[config.mk]
export PLATFORM = sky130hd
export DESIGN_NAME = mux4_arbiter
export DESIGN_NICKNAME = d
export VERILOG_FILES = /design/src/rtl/mux4_arbiter.sv
export SDC_FILE = /design/constraint.sdc
export NUM_CORES = 1
export LEC_CHECK = 0
export CAP_MARGIN = 5
export CELL_PAD_IN_SITES_DETAIL_PLACEMENT = 1
export CELL_PAD_IN_SITES_GLOBAL_PLACEMENT = 1
export CORE_ASPECT_RATIO = 1.25
export CORE_MARGIN = 10
export CORE_UTILIZATION = 35
export DETAILED_ROUTE_END_ITERATION = 16
export GPL_ROUTABILITY_DRIVEN = 0
export PLACE_DENSITY = 0.76
export SLEW_MARGIN = 20
export SYNTH_ARGS = -nofsm -noshare
export SYNTH_HDL_FRONTEND = slang
export SYNTH_SLANG_ARGS = --single-unit
[constraint.sdc]
create_clock -name clk -period 5.1 [get_ports clk]
set_input_delay 1.53 -clock clk [delete_from_list [all_inputs] [get_ports clk]]
set_output_delay 1.53 -clock clk [all_outputs]
set_load 0.02 [all_outputs]
[src/rtl/mux4_arbiter.sv]
// Four-way round-robin arbiter with bounded hold time driving a 4:1 data mux.
// Grant, selects, busy and switch are registered; dout is muxed from live din.
module mux4_arbiter #(
  parameter int HOLD_MAX = 4
) (
  input  logic       clk,
  input  logic       rst_n,
  input  logic [3:0] req,
  input  logic [3:0] din,
  output logic [3:0] gnt,
  output logic       s0,
  output logic       s1,
  output logic       busy,
  output logic       dout,
  output logic       switch
);

  typedef enum logic {IDLE, GRANT} state_t;

  localparam logic [3:0] HOLD_LIM = 4'(HOLD_MAX);

  state_t     state_q, state_d;
  logic       armed_q, armed_d;
  logic [3:0] gnt_q, gnt_d;
  logic [1:0] sel_q, sel_d;
  logic [1:0] ptr_q, ptr_d;
  logic [3:0] hold_q, hold_d;
  logic       switch_q, switch_d;

  logic       holder_req;
  logic       retain;
  logic [3:0] others;
  logic [3:0] cand;
  logic [1:0] winner;

  // First asserted bit of r, scanning p, p+1, p+2, p+3 modulo 4.
  function automatic logic [1:0] rr_pick(input logic [3:0] r, input logic [1:0] p);
    logic [1:0] idx;
    logic       found;
    rr_pick = p;
    found   = 1'b0;
    for (int i = 0; i < 4; i++) begin
      idx = p + 2'(i);
      if (r[idx] && !found) begin
        rr_pick = idx;
        found   = 1'b1;
      end
    end
  endfunction

  always_comb begin
    // NOTE: every _d gets a default first so no path through this block infers a latch.
    state_d  = state_q;
    gnt_d    = gnt_q;
    sel_d    = sel_q;
    ptr_d    = ptr_q;
    hold_d   = hold_q;
    switch_d = 1'b0;
    armed_d  = 1'b1;

    holder_req = (state_q == GRANT) && ((req & gnt_q) != 4'b0000);
    others     = req & ~gnt_q;
    retain     = holder_req && ((hold_q < HOLD_LIM) || (others == 4'b0000));
    cand       = holder_req ? others : req;
    winner     = rr_pick(cand, ptr_q);

    // The first edge after reset release only arms the arbiter.
    if (!armed_q) begin
      state_d = IDLE;
    end else if (retain) begin
      if (hold_q < HOLD_LIM) hold_d = hold_q + 4'd1;
    end else if (cand != 4'b0000) begin
      state_d  = GRANT;
      gnt_d    = 4'b0001 << winner;
      sel_d    = winner;
      ptr_d    = winner + 2'd1;
      hold_d   = 4'd1;
      switch_d = 1'b1;
    end else begin
      state_d = IDLE;
      gnt_d   = 4'b0000;
      hold_d  = 4'd0;
    end
  end

  // NOTE: sequential state uses non-blocking assignments so all flops update together.
  // NOTE: every flop is in the async reset; outputs must clear without a clock.
  always_ff @(posedge clk or negedge rst_n) begin
    if (!rst_n) begin
      state_q  <= IDLE;
      armed_q  <= 1'b0;
      gnt_q    <= 4'b0000;
      sel_q    <= 2'd0;
      ptr_q    <= 2'd0;
      hold_q   <= 4'd0;
      switch_q <= 1'b0;
    end else begin
      state_q  <= state_d;
      armed_q  <= armed_d;
      gnt_q    <= gnt_d;
      sel_q    <= sel_d;
      ptr_q    <= ptr_d;
      hold_q   <= hold_d;
      switch_q <= switch_d;
    end
  end

  assign gnt    = gnt_q;
  assign s0     = sel_q[0];
  assign s1     = sel_q[1];
  assign busy   = (state_q == GRANT);
  assign switch = switch_q;
  assign dout   = busy ? din[sel_q] : 1'b0;

endmodule

## Yosys cells after proc, flatten, opt, wreduce, memory -nomap -nowiden

Cells that the tools add are included.

| word-level totals | value |
|---|---|
| bits in registers | 15 |
| input port bits | 10 |
| output and inout port bits | 9 |
| logic and storage cells | 67 |

| operators by class | value |
|---|---|
| $add $sub $neg | 5 |
| order comparisons | 6 |
| eq/ne operators | 2 |
| shift operators | 1 |
| mux-type cells | 27 |
| bitwise logic cells | 4 |
| reduce and logical (&&, ||, !) cells | 15 |

Operator list:

| operator | count |
|---|---|
| $mux W4 | 4 |
| $lt A2 B3 Y1 const B | 5 |
| $mux W1 | 15 |
| $bmux W1 S2 | 5 |
| $and A4 B4 Y4 | 2 |
| $reduce_bool A4 Y1 | 2 |
| $mux W2 | 3 |
| $logic_and A1 B1 Y1 | 5 |
| $add A2 B1 Y2 const B | 2 |
| $add A2 B2 Y2 const B | 2 |
| $add A4 B1 Y4 const B | 1 |
| $logic_not A4 Y1 | 1 |
| $lt A4 B3 Y1 const B | 1 |
| $not A4 Y4 | 1 |
| $reduce_and A2 Y1 | 2 |
| $shl A1 B2 Y4 const A | 1 |
| $logic_not A1 Y1 | 3 |
| $reduce_and A3 Y1 | 1 |
| $ne A2 B1 Y1 const B | 1 |
| $ne A2 B2 Y1 const B | 1 |
| $logic_or A1 B1 Y1 | 1 |
| $not A1 Y1 | 1 |

## Logic depth before layout (Yosys ltp)

Gate-level depths: netlist (run 1).

| depth | value |
|---|---|
| depth after elaboration | 18 |
| depth in mapped cells | 8 |
| mapped depth without buffers | 8 |

## Worst setup path before layout (run 1)

Ideal clock, no wire load.

| timing path | value |
|---|---|
| path type | input -> output |
| start | input din[3] |
| end | output dout |
| arrival | 2.190 ns |
| data required time | 3.570 ns |
| slack | 1.380 ns |
| stages | 2 |
| buffers on the path | 0 |
| cell sequence | mux4_2 -> and2_1 |

| on the way | value |
|---|---|
| cells in the longest elaborated chain, start to end | 3 |

RTL lines:

| item | RTL line | source |
|---|---|---|
| from (decl) | 9 | `input logic [3:0] din,` |
| $bmux W1 S2 | 113 | `assign dout = busy ? din[sel_q] : 1'b0;` |
| $mux W1 (implied by the code) | 113 |  |
| $mux W1 | 113 |  |
| to (decl) | 14 | `output logic dout,` |

No other way between the ends. The select of a mux whose other input is x is not followed.

## Worst setup path in the final report (run 1)

Ends and elaborated chain as after synthesis.

==> results.py, run 1 <==
metrics = {
    "clocking": {
        "cts_setup_buffers": 0,
        "cts_resized": 0,
        "clockRootBuffer": "clkbuf_4",
        "cts_tree": "yes",
        "clkSlewWorstSetupHoldPaths_ns": 0.08,
        "clock_latency_ns": 0.29,
        "numCtsBuffers": 3,
        "h-tree-depth": 1,
        "clock_sinks": 15,
        "cts_buffer_depth": 2,
        "cts-hold-fix-buffers": 0,
    },
    "grt": {
        "globalRouteOverflowTotal": 0,
        "grt_pass1_vias": 793,
        "antenna_found_initial": 0,
        "grt_pass1_wl_um": 3788,
        "grt_max_degree": 16,
        "track_usage_pct": 9.536,
    },
    "synthesis": {
        "syn_avg_cell_area_um2": 10.19,
        "yosys_register_bits": 15,
        "synth_top_cell_by_area": "dfrtp_1",
        "synth_nets": 104,
        "synthesis.instances": 89,
        "synth.most_common_cell": "dfrtp_1",
        "ys_async_sr_fraction_pct": 100.0,
        "yosys_warnings": 0,
        "synth.cell_area_um2": 907.1,
        "synth_edf_count": 0,
        "synth_top_area_share_pct": 41.38,
        "ys_seq_area_share_pct": 41.38,
        "synth.distinct_cells": 36,
        "synth_common_cells": "dfrtp_1 (15), nor2_1 (7), o21ai_1 (7), inv_1 (6), nand2b_1 (6)",
        "synth_ff_type": "dfrtp_1",
        "synthTopCellsByArea": "dfrtp_1 (41%), ha_1 (6.9%), nand2b_1 (4.1%)",
    },
    "min_path": {
        "hold_class": "flop to flop",
        "hp-start": "hold_q[3]",
        "hold-path-cell-count": 1,
        "hold_end": "hold_q[3]",
    },
    "pwr": {
        "p_total_uw": 538.3,
        "p_per_area_nw_per_um2": 465.1,
        "irDropWorstVdd_v": 0.0001871,
        "p_leak_nw": 0.4972,
    },
    "final_layout": {
        "drive_gt1_share_pct": 14.41,
        "n_antenna_cell": 0,
        "syn2layout_area_growth_pct": 27.59,
        "multiInputGateArea_um2": 504.2,
        "fill_cells": 311,
        "ff_latch_area_um2": 375.4,
        "fin_nets": 127,
        "utilization_pct": 47.19,
        "instances_no_fill": 144,
    },
    "sta": {
        "post-route-min-period_ns": 4.628,
        "hold_viol": 0,
        "finalMaxSlewViolations": 0,
        "setup_viol": 0,
        "clock.fmax_ghz": 0.2161,
        "worst_pin_slew_ns": 0.6964,
        "skew_ns": 0.003589,
        "slew_headroom_pct": 53.43,
        "rsz0062_at_grt": "false",
        "fin_crit_sh_pct": 90.75,
        "setup_tns_ns": 0,
    },
    "setup_path": {
        "rr_startpoint": "busy",
        "rr_endpoint": "gnt[1]",
        "critPathKind": "input pin to output pin",
        "worstPathArrival_ns": 3.10,
        "cpMostUsedCell": "clkdlybuf4s50_1",
        "cp_cell_sequence": "clkdlybuf4s50_1 -> mux4_2 -> and2_1 -> clkdlybuf4s50_1",
        "setup.worst_path.end_class": "output pin",
        "cpPeakStageDelay_ns": 0.53,
        "rrSetupSlack_ns": 3.20,
        "r2r.worst_path.cells": 8,
        "crit_path_max_fanout": 1,
        "required_ns": 3.57,
        "cpMaxStageDelayCell": "clkdlybuf4s50_1",
        "cp-start-kind": "input pin",
    },
    "detailed_routing": {
        "dr.pass1.iters": 4,
        "wl_per_cell_um": 15.35,
        "vias": 730,
        "drtIter0Drc": 19,
        "routed_via_density": 5.069,
        "ant_nets": 0,
        "postRouteWirelength_um": 2210,
        "drcViolationCount": 0,
    },
    "floorplanning": {
        "rows": 20,
        "dieArea_um2": 5041,
        "die_h_um": 76.92,
        "fp.dieW_um": 65.54,
        "core_um2": 2452,
        "start_util_pct": 36.99,
        "ios": 19,
    },
    "status": {
        "outcome": "completed",
    },
    "placement": {
        "portBuffers": 18,
        "dp.cells": 140,
        "hpwl_um": 1776,
    },
    "run": {
        "cap_violations": 0,
    },
}
[worst max path at each step]
stage            from    to  slack [ns]  cells past startpoint
2_1_floorplan  din[3]  dout        1.38                      2
3_3_place_gp   din[3]  dout        0.46                      4
3_5_place_dp   din[3]  dout        0.46                      4
4_1_cts        din[3]  dout        0.46                      4
5_1_grt        din[3]  dout        0.42                      4
6_report       din[3]  dout        0.47                      4
[sequential cells by signal, indices dropped and copies added (netlist names)]
name     flops
sel_q        2
switch       1
armed_q      1
gnt          4
ptr_q        2
hold_q       4
busy         1
[critical path: cells and delay by family]
kind	cells	cell delay (ns)
buf+inv	2	0.94
mux	1	0.46
simple gates	1	0.17
[power breakdown]
part,internal [mW],switching (mW),leakage (nW)
clock network,0.0304,0.0381,0.0150
registers,0.157,0.0423,0.188
logic,0.130,0.141,0.294
[per-stage QoR]
stage               setup WS (ns)  hold WS, ns  instance area [µm²]
CTS                        0.4645       0.5238                 1157
global placement           0.4559       0.4953                 1131
global route               0.4197       0.5745                 1157
floorplan                   1.380       0.4691                907.1
finish                     0.4719       0.5171                 1157
detailed placement         0.4645       0.4956                 1131
[cell type report]
cell class / instances / area share [%]
multi-input combinational: 67 / 43.57
sequential: 15 / 32.43
timing repair buffer: 19 / 16.22
tap: 33 / 3.568
clock buffer: 4 / 2.270
inverter: 6 / 1.946
[cell families after synthesis]
kind of cell | Yosys count | synth area share (%)
flip-flops | 15 | 41.38
multiplexers | 4 | 6.069
AO/OA/AOI/OAI | 28 | 23.17
AND/OR/NAND/NOR | 29 | 19.04
other | 1 | 0.4134
buffers and inverters | 7 | 3.034
adder cells (fa/ha/maj) | 5 | 6.897
[cells in the final DEF (no fill, tap or decap), types with 3 or more instances in the layout]
cell / count
o21ai_0: 4
nand2_1: 4
inv_1: 6
ha_1: 5
clkdlybuf4s50_1: 18
clkbuf_4: 3
nor2_1: 7
dfrtp_1: 15
o21ai_1: 7
nand2b_1: 6
[per-layer routing]
metal	wire length (µm)	share of wire [%]	track usage, %	vias to the layer above
li1	-	-	-	356
met1	988	45	10.62	349
met2	1053	48	15.46	20
met3	120	5.4	3.052	5
met4	48	2.2	5.150	0
met5	0	0	0	-
Note: power is estimated with default switching activity, not from simulation.
==> run 2: changes to the inputs <==
--- a/config.mk
+++ b/config.mk
@@ -12,4 +12,5 @@
 export CORE_MARGIN = 10
 export CORE_UTILIZATION = 35
+export CTS_CLUSTER_DIAMETER = 150
 export DETAILED_ROUTE_END_ITERATION = 16
 export GPL_ROUTABILITY_DRIVEN = 0
==> constraint.sdc (replaced) <==
create_clock -name clk -period 5.1 [get_ports clk]
set_input_delay 1.02 -clock clk [delete_from_list [all_inputs] [get_ports clk]]
set_output_delay 1.02 -clock clk [all_outputs]
set_load 0.02 [all_outputs]
==> results.py, run 2 (synthesized netlist as in run 1, its figures left out) <==
metrics = {
    "pwr": {
        "power_switching_uw": 224.8,
        "irDropWorstVdd_v": 0.0002046,
        "p_leak_nw": 0.4924,
        "p_per_area_nw_per_um2": 469.2,
        "clkPwrFrac_pct": 13.1,
        "power_frac_seq_pct": 37.1,
        "switching_share_pct": 41.67,
        "p_int_uw": 314.7,
        "power_frac_comb_pct": 49.8,
    },
    "setup_path": {
        "r2r.worst_path.cells": 8,
        "setup.worst_path.end_class": "output pin",
        "rr_startpoint": "busy",
        "crit_path_max_fanout": 1,
        "rr_endpoint": "gnt[0]",
        "cp-start-kind": "input pin",
        "required_ns": 4.08,
        "critPathKind": "input pin to output pin",
        "rrSetupSlack_ns": 3.08,
        "worstPathArrival_ns": 2.61,
    },
    "final_layout": {
        "layout_common_cells": "clkdlybuf4s50_1 (18), dfrtp_1 (15), nor2_1 (7), o21ai_1 (7)",
        "drive_gt1_share_pct": 13.64,
        "utilization_pct": 46.89,
        "instances_no_fill": 143,
        "design_area_um2": 1150,
        "n_antenna_cell": 0,
        "fin_nets": 126,
        "layout_commonest_cell": "clkdlybuf4s50_1",
        "syn2layout_area_growth_pct": 26.76,
    },
    "detailed_routing": {
        "ant_nets": 0,
        "postRouteWirelength_um": 2344,
        "dr.pass1.iters": 4,
        "vias": 744,
        "wl_per_cell_um": 16.39,
        "drcViolationCount": 0,
        "drtIter0Drc": 19,
        "routed_via_density": 5.203,
    },
    "grt": {
        "track_usage_pct": 10.36,
        "globalRouteOverflowTotal": 0,
        "grt_pass1_vias": 810,
        "grt_max_degree": 16,
        "grt_pass1_wl_um": 4105,
        "antenna_found_initial": 0,
    },
    "sta": {
        "setup_viol": 0,
        "rsz0062_at_grt": "false",
        "finalMaxSlewViolations": 0,
        "post-route-min-period_ns": 3.629,
        "skew_ns": 0.003069,
        "slew_headroom_pct": 38.27,
        "hold_viol": 0,
        "worst_slack_ns": 1.471,
        "fin_crit_sh_pct": 71.16,
        "clock.fmax_ghz": 0.2755,
        "worst_pin_slew_ns": 0.9198,
        "setup_tns_ns": 0,
    },
    "min_path": {
        "hold_class": "flop to flop",
        "hold_end": "hold_q[3]",
        "hp-start": "hold_q[3]",
        "hold-path-cell-count": 1,
    },
    "clocking": {
        "numCtsBuffers": 3,
        "clockRootBuffer": "clkbuf_4",
        "cts_resized": 0,
        "clock_latency_ns": 0.29,
        "cts-hold-fix-buffers": 0,
        "cts_tree": "yes",
        "cts_buffer_depth": 2,
        "clock_sinks": 15,
        "cts_setup_buffers": 0,
        "h-tree-depth": 1,
        "clkSlewWorstSetupHoldPaths_ns": 0.09,
    },
    "placement": {
        "dp_slack_ns": 1.461,
        "dp.cells": 139,
        "portBuffers": 18,
        "place_area_um2": 1124,
        "hpwl_um": 1845,
    },
    "floorplanning": {
        "fp.dieW_um": 65.54,
        "core_um2": 2452,
        "dieArea_um2": 5041,
        "die_h_um": 76.92,
        "ios": 19,
        "start_util_pct": 36.99,
        "rows": 20,
    },
    "run": {
        "cap_violations": 0,
    },
    "status": {
        "outcome": "completed",
    },
}
[run 2: power groups by stage]
stage          Combinational (mW)  Sequential [mW]  Clock, mW
3_5_place_dp                0.274            0.202          0
2_1_floorplan               0.150            0.220          0
5_1_grt                     0.303            0.208     0.0783
6_report                    0.269            0.200     0.0705
4_1_cts                     0.277            0.201     0.0722
3_3_place_gp                0.264            0.200          0
[run 2: area by class of cell]
class	instances	area (µm²)
clock buffers	4	26.28
fillers	310	1303
inverters	6	22.52
flip-flops and latches	15	375.4
repair buffers	18	180.2
multi-input cells	67	504.2
well taps	33	41.29
[run 2: layer usage]
metal	wire length [µm]	part of all wire, %	vias up	global-route usage [%]
li1	-	-	355	-
met1	964	41	366	11.26
met2	1217	52	18	17.71
met3	128	5.5	5	3.634
met4	34	1.5	0	3.863
met5	0	0	-	0
[run 2: per-stage QoR]
step                      hold slack [ns]  power, mW
after detailed placement           0.5067     0.4766
after CTS                          0.5339     0.5499
after global routing               0.5730     0.5897
final                              0.5297     0.5395
after floorplan                    0.4691     0.3699
after global placement             0.4948     0.4631
[run 2: worst max-delay path: stages]
cell and delay (ns):
clkdlybuf4s50_1 0.42, mux4_2 0.47, and2_1 0.17, clkdlybuf4s50_1 0.53
[run 2: how the worst max path moves through the flow]
stage,cells after the start,to,startpoint
floorplan,2,dout,din[3]
global placement,4,dout,din[3]
detailed placement,4,dout,din[3]
CTS,4,dout,din[3]
global route,4,dout,din[3]
finish,4,dout,din[3]
==> run 3: changes to the inputs <==
clock period = 3.5 ns   (was 5.1 ns; I/O delays follow)
==> results.py, run 3 (synthesized netlist as in run 1, its figures left out) <==
metrics = {
    "status": {
        "outcome": "completed",
    },
    "clocking": {
        "cts-hold-fix-buffers": 0,
        "clock_latency_ns": 0.29,
        "clockRootBuffer": "clkbuf_4",
        "cts_tree": "yes",
        "cts_buffer_depth": 2,
        "h-tree-depth": 1,
        "clkSlewWorstSetupHoldPaths_ns": 0.09,
        "numCtsBuffers": 3,
        "cts_resized": 0,
        "cts_setup_buffers": 0,
        "clock_sinks": 15,
    },
    "sta": {
        "skew_ns": 0.001010,
        "worst_pin_slew_ns": 0.8979,
        "fin_crit_sh_pct": 85.53,
        "hold_slack_ns": 0.5398,
        "post-route-min-period_ns": 2.994,
        "hold_viol": 0,
        "slew_headroom_pct": 39.74,
        "setup_tns_ns": 0,
        "rsz0062_at_grt": "false",
        "clock.fmax_ghz": 0.3341,
        "setup_viol": 0,
        "worst_slack_ns": 0.5065,
        "finalMaxSlewViolations": 0,
    },
    "placement": {
        "place_area_um2": 1124,
        "hpwl_um": 1816,
        "dp_slack_ns": 0.4888,
        "portBuffers": 18,
        "dp.cells": 139,
    },
    "min_path": {
        "hold_end": "sel_q[1]",
        "hold_class": "flop to flop",
        "hold-path-cell-count": 1,
        "hp-start": "sel_q[1]",
    },
    "grt": {
        "grt_pass1_wl_um": 3760,
        "grt_max_degree": 16,
        "grt_pass1_vias": 792,
        "globalRouteOverflowTotal": 0,
        "track_usage_pct": 9.418,
        "antenna_found_initial": 0,
    },
    "final_layout": {
        "instances_no_fill": 143,
        "syn2layout_area_growth_pct": 26.76,
        "drive_gt1_share_pct": 13.64,
        "utilization_pct": 46.89,
        "fin_nets": 126,
        "layout_common_cells": "clkdlybuf4s50_1 (18), dfrtp_1 (15), nor2_1 (7), o21ai_1 (7)",
        "design_area_um2": 1150,
        "fill_cells": 307,
        "n_antenna_cell": 0,
        "layout_commonest_cell": "clkdlybuf4s50_1",
    },
    "detailed_routing": {
        "dr.pass1.iters": 3,
        "ant_nets": 0,
        "vias": 721,
        "routed_via_density": 5.042,
        "drcViolationCount": 0,
        "wl_per_cell_um": 15.69,
        "postRouteWirelength_um": 2243,
        "drtIter0Drc": 13,
    },
    "pwr": {
        "irDropWorstVdd_v": 0.0002992,
        "clkPwrFrac_pct": 13.2,
        "p_int_uw": 458.4,
        "p_total_uw": 783.1,
        "power_frac_seq_pct": 37.1,
        "p_leak_nw": 0.4924,
        "power_switching_uw": 324.6,
        "switching_share_pct": 41.46,
        "p_per_area_nw_per_um2": 681.0,
        "power_frac_comb_pct": 49.7,
    },
    "floorplanning": {
        "core_um2": 2452,
        "ios": 19,
        "dieArea_um2": 5041,
        "rows": 20,
        "start_util_pct": 36.99,
        "die_h_um": 76.92,
        "fp.dieW_um": 65.54,
    },
    "setup_path": {
        "cp-start-kind": "input pin",
        "cpPeakStageDelay_ns": 0.53,
        "r2r.worst_path.cells": 5,
        "critPathKind": "input pin to output pin",
        "rrSetupSlack_ns": 1.51,
        "cp_num_cells": 4,
        "cpMaxStageDelayCell": "clkdlybuf4s50_1",
        "setup.worst_path.end_class": "output pin",
        "rr_startpoint": "hold_q[3]",
        "required_ns": 2.80,
        "cpMostUsedCell": "clkdlybuf4s50_1",
        "worstPathArrival_ns": 2.29,
        "cp_cell_sequence": "clkdlybuf4s50_1 -> mux4_2 -> and2_1 -> clkdlybuf4s50_1",
        "rr_endpoint": "sel_q[1]",
        "crit_family": "buffers and inverters",
        "crit_buf_inv": 2,
        "crit_path_max_fanout": 1,
    },
    "run": {
        "cap_violations": 0,
    },
}
[run 3: cell counts in the layout (fill, tap and decap cells not counted)]
No cell type changed its count.
[run 3: how the worst max path moves through the flow]
stage	startpoint	end	slack (ns)
6_report	din[0]	dout	0.51
5_1_grt	din[3]	dout	0.48
4_1_cts	din[3]	dout	0.49
3_5_place_dp	din[3]	dout	0.49
3_3_place_gp	din[3]	dout	0.52
2_1_floorplan	din[3]	dout	1.44
[run 3: power groups by stage]
stage | combinational, mW | sequential, mW | clock (mW)
floorplan | 0.218 | 0.321 | 0
global placement | 0.384 | 0.291 | 0
detailed placement | 0.397 | 0.296 | 0
CTS | 0.399 | 0.292 | 0.106
global route | 0.435 | 0.300 | 0.115
finish | 0.389 | 0.290 | 0.103
[run 3: final cells by class]
| type | instances | area [µm²] | area share, % |
|---|---|---|---|
| clock buffer | 4 | 26.28 | 2.285 |
| sequential | 15 | 375.4 | 32.64 |
| multi-input combinational | 67 | 504.2 | 43.85 |
| timing repair buffer | 18 | 180.2 | 15.67 |
| tap | 33 | 41.29 | 3.591 |
| inverter | 6 | 22.52 | 1.959 |
[run 3: worst reg2reg max path, stage by stage, from the launching register on]
cell and delay [ns]:
dfrtp_1 0.41, nor2_1 0.25, a41oi_2 0.07, o21ai_1 0.73, nor2_4 0.09, mux2_1 0.34
[run 3: layer usage]
layer,share of wire (%),vias up,GRT usage [%]
met5,0,-,0
met1,44,337,10.28
met2,49,18,15.85
met4,2.3,0,5.150
li1,-,361,-
met3,4.2,5,2.471
